`src/rtl/cell_pos_streamer_pkg.sv`:
```
// Shared definitions for the cell position streamer.
//   - Default widths and depths used by the top module parameters.
//   - Field offsets of the {posz, posy, posx} position word.
//   - Width of the particle-count field held at memory address 0.
//   - FSM state encoding.
package cell_pos_streamer_pkg;

  localparam int CPS_DATA_WIDTH   = 96;
  localparam int CPS_ADDR_WIDTH   = 8;
  localparam int CPS_PARTICLE_NUM = 220;
  localparam int CPS_FIFO_DEPTH   = 4;

  // Position word layout: {posz, posy, posx}, one 32-bit field each.
  localparam int POS_FIELD_WIDTH = 32;
  localparam int POS_X_LSB       = 0;
  localparam int POS_Y_LSB       = 32;
  localparam int POS_Z_LSB       = 64;

  // The particle count sits in the low address-width bits of word 0.
  localparam int COUNT_WIDTH = CPS_ADDR_WIDTH;

  typedef enum logic [2:0] {
    IDLE     = 3'd0,
    CNT_RD   = 3'd1,
    CNT_WAIT = 3'd2,
    STREAM   = 3'd3,
    FINISH   = 3'd4
  } state_t;

endpackage

```
`src/rtl/cell_pos_streamer_fifo.sv`:
```
// pos_stream_fifo: small synchronous FIFO with parameterised width and depth.
// Ports:
//   clk        rising-edge clock
//   rst        synchronous active-low reset; clears pointers, count and storage
//   push       write push_data at the tail (caller never pushes when full)
//   push_data  data to write
//   pop        remove the head entry (ignored when empty)
//   head_data  head entry; when empty it shows the most recently popped entry
//   empty      no entries held
//   count      number of entries held, 0..DEPTH
module pos_stream_fifo #(
  parameter int WIDTH = 8,
  parameter int DEPTH = 4
) (
  input  logic                       clk,
  input  logic                       rst,
  input  logic                       push,
  input  logic [WIDTH-1:0]           push_data,
  input  logic                       pop,
  output logic [WIDTH-1:0]           head_data,
  output logic                       empty,
  output logic [$clog2(DEPTH):0]     count
);

  localparam int PW = $clog2(DEPTH);
  localparam int CW = PW + 1;

  logic [WIDTH-1:0] entry_reg [DEPTH];
  logic [PW-1:0]    wr_ptr_reg;
  logic [PW-1:0]    rd_ptr_reg;
  logic [CW-1:0]    count_reg;
  logic [DEPTH-1:0] wr_sel;
  logic [PW-1:0]    head_ptr;
  logic             do_pop;

  assign empty  = (count_reg == '0);
  assign count  = count_reg;
  assign do_pop = pop && !empty;

  // One-hot write select per storage entry.
  for (genvar gi = 0; gi < DEPTH; gi++) begin : g_wr_sel
    assign wr_sel[gi] = push && (wr_ptr_reg == PW'(gi));
  end

  // When empty, the slot behind the read pointer still holds the last popped
  // word and cannot be overwritten until the FIFO refills, so presenting it
  // keeps the output stable while no data is valid.
  assign head_ptr  = empty ? (rd_ptr_reg - PW'(1)) : rd_ptr_reg;
  assign head_data = entry_reg[head_ptr];

  always_ff @(posedge clk) begin
    for (int i = 0; i < DEPTH; i++) begin
      if (!rst) begin
        entry_reg[i] <= '0;
      end else if (wr_sel[i]) begin
        entry_reg[i] <= push_data;
      end
    end
  end

  always_ff @(posedge clk) begin
    if (!rst) begin
      wr_ptr_reg <= '0;
      rd_ptr_reg <= '0;
      count_reg  <= '0;
    end else begin
      if (push) begin
        wr_ptr_reg <= wr_ptr_reg + PW'(1);
      end
      if (do_pop) begin
        rd_ptr_reg <= rd_ptr_reg + PW'(1);
      end
      case ({push, do_pop})
        2'b10:   count_reg <= count_reg + CW'(1);
        2'b01:   count_reg <= count_reg - CW'(1);
        default: count_reg <= count_reg;
      endcase
    end
  end

endmodule

```
`src/rtl/cell_pos_streamer.sv`:
```
// cell_pos_streamer: read sequencer in front of a per-cell position memory.
// Reads the particle count at address 0, then reads addresses 1..count and
// presents each position as a valid/ready stream. A credit-limited FIFO
// absorbs the 2-cycle memory read latency so backpressure never drops data.
// Ports:
//   clk, rst        clock; synchronous active-low reset
//   start           one-cycle stream request, honoured only in IDLE
//   busy, done      busy while streaming; done pulses once at the end
//   mem_address     memory address (holds its last value between reads)
//   mem_rden        memory read enable
//   mem_wren        memory write enable, always 0
//   mem_q           memory read data, valid 2 cycles after mem_rden
//   out_valid/out_ready  output handshake
//   out_pos, out_index   position word and its memory address (1..count)
//   count_clamped   sticky: the count read exceeded PARTICLE_NUM-1
module cell_pos_streamer
  import cell_pos_streamer_pkg::*;
#(
  parameter int DATA_WIDTH   = CPS_DATA_WIDTH,
  parameter int PARTICLE_NUM = CPS_PARTICLE_NUM,
  parameter int ADDR_WIDTH   = CPS_ADDR_WIDTH,
  parameter int FIFO_DEPTH   = CPS_FIFO_DEPTH
) (
  input  logic                  clk,
  input  logic                  rst,
  input  logic                  start,
  output logic                  busy,
  output logic                  done,
  output logic [ADDR_WIDTH-1:0] mem_address,
  output logic                  mem_rden,
  output logic                  mem_wren,
  input  logic [DATA_WIDTH-1:0] mem_q,
  output logic                  out_valid,
  input  logic                  out_ready,
  output logic [DATA_WIDTH-1:0] out_pos,
  output logic [ADDR_WIDTH-1:0] out_index,
  output logic                  count_clamped
);

  localparam int CW         = $clog2(FIFO_DEPTH) + 1;
  // One extra bit so next_addr can step past the largest legal count.
  localparam int NW         = ADDR_WIDTH + 1;
  localparam int RET_STAGES = 2;
  localparam logic [NW-1:0] MAX_CNT = NW'(PARTICLE_NUM - 1);

  state_t                state_reg, state_next;
  logic                  wait_reg;
  logic [NW-1:0]         cnt_reg;
  logic [NW-1:0]         next_addr_reg;
  logic [1:0]            inflight_reg;
  logic [ADDR_WIDTH-1:0] addr_hold_reg;
  logic                  clamp_reg;

  // Read-return pipe: tracks each issued read until its data reaches mem_q.
  logic [RET_STAGES-1:0] ret_valid_reg, ret_valid_next;
  logic [ADDR_WIDTH-1:0] ret_addr_reg  [RET_STAGES];
  logic [ADDR_WIDTH-1:0] ret_addr_next [RET_STAGES];

  logic [NW-1:0]         cnt_raw, cnt_eff;
  logic                  cnt_over;
  logic                  issue, push, pop, credit_ok, drain_done;
  logic [CW-1:0]         fifo_count;
  logic                  fifo_empty;
  logic [DATA_WIDTH+ADDR_WIDTH-1:0] head_data;

  assign cnt_raw  = {1'b0, mem_q[ADDR_WIDTH-1:0]};
  assign cnt_over = (cnt_raw > MAX_CNT);
  assign cnt_eff  = cnt_over ? MAX_CNT : cnt_raw;

  // Reads in flight plus words already buffered may never exceed the FIFO
  // depth, which is what makes the unconditional push safe.
  assign credit_ok = (int'(inflight_reg) + int'(fifo_count)) < FIFO_DEPTH;
  assign issue     = (state_reg == STREAM) && (next_addr_reg <= cnt_reg) && credit_ok;

  assign push      = ret_valid_reg[RET_STAGES-1];
  assign out_valid = !fifo_empty;
  assign pop       = out_valid && out_ready;

  // All data drained once nothing is in flight and the FIFO empties this cycle.
  assign drain_done = (inflight_reg == 2'd0) &&
                      ((fifo_count == '0) || ((fifo_count == CW'(1)) && pop));

  for (genvar gi = 0; gi < RET_STAGES; gi++) begin : g_ret_pipe
    if (gi == 0) begin : g_head
      assign ret_valid_next[gi] = issue;
      assign ret_addr_next[gi]  = next_addr_reg[ADDR_WIDTH-1:0];
    end else begin : g_tail
      assign ret_valid_next[gi] = ret_valid_reg[gi-1];
      assign ret_addr_next[gi]  = ret_addr_reg[gi-1];
    end
  end

  assign mem_rden    = issue || (state_reg == CNT_RD);
  assign mem_address = (state_reg == CNT_RD) ? '0 :
                       issue                 ? next_addr_reg[ADDR_WIDTH-1:0] :
                                               addr_hold_reg;
  assign mem_wren      = 1'b0;
  assign busy          = (state_reg == CNT_RD) || (state_reg == CNT_WAIT) || (state_reg == STREAM);
  assign done          = (state_reg == FINISH);
  assign count_clamped = clamp_reg;
  assign out_pos       = head_data[ADDR_WIDTH +: DATA_WIDTH];
  assign out_index     = head_data[ADDR_WIDTH-1:0];

  always_comb begin
    state_next = state_reg;
    unique case (state_reg)
      IDLE:     if (start) state_next = CNT_RD;
      CNT_RD:   state_next = CNT_WAIT;
      CNT_WAIT: if (wait_reg) state_next = (cnt_eff == '0) ? FINISH : STREAM;
      STREAM:   if ((next_addr_reg > cnt_reg) && drain_done) state_next = FINISH;
      FINISH:   state_next = IDLE;
      default:  state_next = IDLE;
    endcase
  end

  always_ff @(posedge clk) begin
    if (!rst) begin
      state_reg     <= IDLE;
      wait_reg      <= 1'b0;
      cnt_reg       <= '0;
      next_addr_reg <= '0;
      inflight_reg  <= 2'd0;
      addr_hold_reg <= '0;
      clamp_reg     <= 1'b0;
      ret_valid_reg <= '0;
      for (int i = 0; i < RET_STAGES; i++) begin
        ret_addr_reg[i] <= '0;
      end
    end else begin
      state_reg <= state_next;
      // Second CNT_WAIT cycle is the one where the count word is on mem_q.
      wait_reg  <= (state_reg == CNT_WAIT) && !wait_reg;

      if ((state_reg == IDLE) && start) begin
        clamp_reg <= 1'b0;
      end

      if ((state_reg == CNT_WAIT) && wait_reg) begin
        cnt_reg       <= cnt_eff;
        next_addr_reg <= NW'(1);
        if (cnt_over) begin
          clamp_reg <= 1'b1;
        end
      end else if (issue) begin
        next_addr_reg <= next_addr_reg + NW'(1);
      end

      if (mem_rden) begin
        addr_hold_reg <= mem_address;
      end

      case ({issue, push})
        2'b10:   inflight_reg <= inflight_reg + 2'd1;
        2'b01:   inflight_reg <= inflight_reg - 2'd1;
        default: inflight_reg <= inflight_reg;
      endcase

      ret_valid_reg <= ret_valid_next;
      ret_addr_reg  <= ret_addr_next;
    end
  end

  pos_stream_fifo #(
    .WIDTH (DATA_WIDTH + ADDR_WIDTH),
    .DEPTH (FIFO_DEPTH)
  ) u_fifo (
    .clk       (clk),
    .rst       (rst),
    .push      (push),
    .push_data ({mem_q, ret_addr_reg[RET_STAGES-1]}),
    .pop       (pop),
    .head_data (head_data),
    .empty     (fifo_empty),
    .count     (fifo_count)
  );

endmodule

```
`config.mk`:
```
export PLATFORM = sky130hd
export DESIGN_NAME = cell_pos_streamer
export DESIGN_NICKNAME = d
export VERILOG_FILES = /design/src/rtl/cell_pos_streamer_pkg.sv /design/src/rtl/cell_pos_streamer_fifo.sv /design/src/rtl/cell_pos_streamer.sv
export SDC_FILE = /design/constraint.sdc
export NUM_CORES = 1
export LEC_CHECK = 0
export CORE_UTILIZATION = 40
export DETAILED_ROUTE_END_ITERATION = 7
export GPL_ROUTABILITY_DRIVEN = 0
export PLACE_DENSITY_LB_ADDON = 0.25
export SYNTH_ARGS = -nofsm -noshare
export SYNTH_HDL_FRONTEND = slang
export SYNTH_SLANG_ARGS = --single-unit
```
`constraint.sdc`:
```
create_clock -name clk -period 4.7 [get_ports clk]
set_clock_uncertainty 0.1 [all_clocks]
set_input_delay 0.47 -clock clk [delete_from_list [all_inputs] [get_ports clk]]
set_output_delay 0.47 -clock clk [all_outputs]
set_load 0.02 [all_outputs]
```
==> out/metrics.yaml <==
status: "complete, no violations"
max_freq_mhz: 244
r2r-end: "next_addr_reg[8]$_SDFFE_PP0P_"
synth.most_common_cell: "and2_1"
syn_nets: 1442
crit_fanout: 72
slew_violations: 0
grt_pass1_wl_um: 73600
yosysTopAreaCell: "edfxtp_1"
slew_headroom_pct: 32.4
htree_levels: 2
power_density_mw_per_mm2: 582
place_inst: 2156
route.vias.total: 11492
r2r_slack_ps: 2020
setup_violations: 0
grtUsageMet1_pct: 24.5
routed_wl_um: 47300
viasPerCell: 5.10
critPathLaunchType: "flip-flop"
worstPathRequired_ps: 4130
cts-buffers-inserted: 51
ant_nets: 0
tns_ps: 0
antenna_found_initial: 4
reg2regPathDepth: 5
die_w_um: 228
clock-sinks: 473
p_leak_uw: 0.00895
cts-root-buf: "clkbuf_16"
final_cells: 2253
clk_latency_ps: 580
row_count: 82
min_period_ps: 4100
drt_pre_antenna_iters: 4
synthCells: 1323
hpwlAfterDp_um: 26400
nets: 1656
overflow: 0
die_area_mm2: 0.0520
met3_usage_pct: 3.36
rsz0062_at_grt: "false"
cts_tree: "yes"
worst-setup-path-type: "flip-flop to output pin"
coreArea_mm2: 0.0503
hold_viol: 0
worst_slew_pin_slew_ps: 1000
drc: 0
synth.area.top_cells: "edfxtp_1, and2_1, mux4_2"
synth_area_mm2: 0.0204
grt_max_degree: 73
initial_core_util_pct: 40.7
async_flop_share_pct: 0
cts_resized: 0
busiest_layer: "met2"
hold_depth: 1
reg2reg_from: "inflight_reg[1]$_SDFFE_PN0P_"
arrival_ps: 3530
synth_seq_cells: 473
hold_start: "ret_addr_next[5]$_SDFF_PN0_"
largest_reg_flops: 416
yosys_warnings: 0
use_met2_pct: 31.4
cts_hold_buf: 0
numPortBuffers: 216
dieHeight_um: 228
yosysSeqAreaShare_pct: 66.7
routedWlPerCell_um: 21.0
syn_to_final_growth_pct: 22.6
netlist_top_cells_count: "and2_1, edfxtp_1, mux4_2"
drive_above_1_share_pct: 13.0
postSynthAreaPerCell_um2: 15.4
finalCoreUtilization_pct: 49.9
netlist-cell-type-count: 52
period_share_pct: 87.2
worstSetupStartpoint: "u_fifo.count[0]$_SDFFE_PN0P_"
grt_pass1_vias: 12278
synth_top_area_share_pct: 61.1
io_pins: 218
min_to: "ret_addr_reg[5]$_SDFF_PN0_"
cts_setup_buffers: 0
synth-main-ff-cell: "edfxtp_1"
clock_path_buffers: 3
synth_enable_flop_cells: 416
drv_cap: 0
drt_iter0_drc: 666
grt_use_total_pct: 18.6
cts.clk_slew.worst_paths_ps: 50
end_kind: "output pin"
irDropWorstVdd_v: 0.000499
min_path_type: "flip-flop to flip-flop"
## critical path, stage by stage, from the launching register on
cell and delay, ps:
dfxtp_1 410, inv_1 100, ha_1 220, nand2b_1 210, xor2_4 200, buf_12 430, mux4_2 590, clkdlybuf4s50_1 620
## routing by layer
metal	vias up	wire length [um]
li1	5288	-
met1	5857	20600
met2	268	23300
met3	75	2380
met4	4	995
met5	-	23
## cell families (layout without fill, tap and decap cells)
logic type	Yosys count	in the layout	synth area share [%]
xor gates and xnor gates	8	8	0.343
DFF	473	473	66.7
and+or+nand+nor	554	554	16.2
AOI/OAI and AO/OA	61	61	1.89
muxes	108	108	11.7
adders and majority gates	19	19	1.16
buffers and inverters	99	355	2.01
other	1	3	0.0183
## report_power, final
| group | leakage, uW | switching [uW] | internal, uW | total, uW |
|---|---|---|---|---|
| combinational | 0.00346 | 3090 | 3060 | 6150 |
| clock | 0.000738 | 1580 | 2100 | 3690 |
| sequential | 0.00475 | 58.8 | 4700 | 4760 |
## layout make-up
| cell class | count | area, um^2 |
|---|---|---|
| diodes | 2 | 5.00 |
| inverters | 17 | 63.8 |
| well taps | 672 | 841 |
| fillers | 4320 | 25200 |
| clock inverters | 27 | 138 |
| repair buffers | 243 | 2510 |
| flip-flops and latches | 473 | 13600 |
| multi-input cells | 751 | 6480 |
| clock buffers | 68 | 1380 |
## placed cells by master, fill, tap and decap left out, types with 2 or more instances in the layout
cell,n
clkbuf_16,53
nand4_1,6
a31oi_1,3
inv_1,16
a21oi_1,24
clkbuf_1,15
or4_1,4
o21ai_1,4
buf_4,15
diode_2,2
o211ai_1,7
edfxtp_1,416
buf_12,12
o21ai_0,6
nand2_1,30
clkinv_2,4
dfxtp_1,57
nor3_1,7
nor4_1,2
clkdlybuf4s50_1,216
ha_1,19
a211oi_1,4
mux2i_1,4
nand2b_1,6
mux4_2,104
clkinv_1,22
nand2_4,4
nand3_1,17
and2_1,434
o31ai_1,2
nor2_1,25
or3_1,3
nor2_4,4
and3_1,2
xnor2_1,2
xor2_1,4
a211o_1,2
## worst max path at each step
stage	end	slack, ps	cells after the start
2_1_floorplan	u_fifo.entry_reg[0][0]$_SDFFCE_PN0P_	930	3
3_3_place_gp	out_index[5]	1170	7
3_5_place_dp	out_index[6]	1120	7
4_1_cts	out_index[6]	470	7
5_1_grt	out_pos[59]	360	7
6_report	out_pos[89]	600	7
## metrics by stage
| stage | setup slack [ps] | total power [uW] | hold slack [ps] | area, um^2 |
|---|---|---|---|---|
| 6_report | 600 | 14600 | 330 | 25100 |
| 3_3_place_gp | 1170 | 11100 | 320 | 23500 |
| 4_1_cts | 471 | 14800 | 330 | 25100 |
| 2_1_floorplan | 935 | 8620 | 312 | 20400 |
| 5_1_grt | 364 | 15200 | 338 | 25100 |
| 3_5_place_dp | 1120 | 11100 | 317 | 23500 |
(Power assumes the default switching activity.)
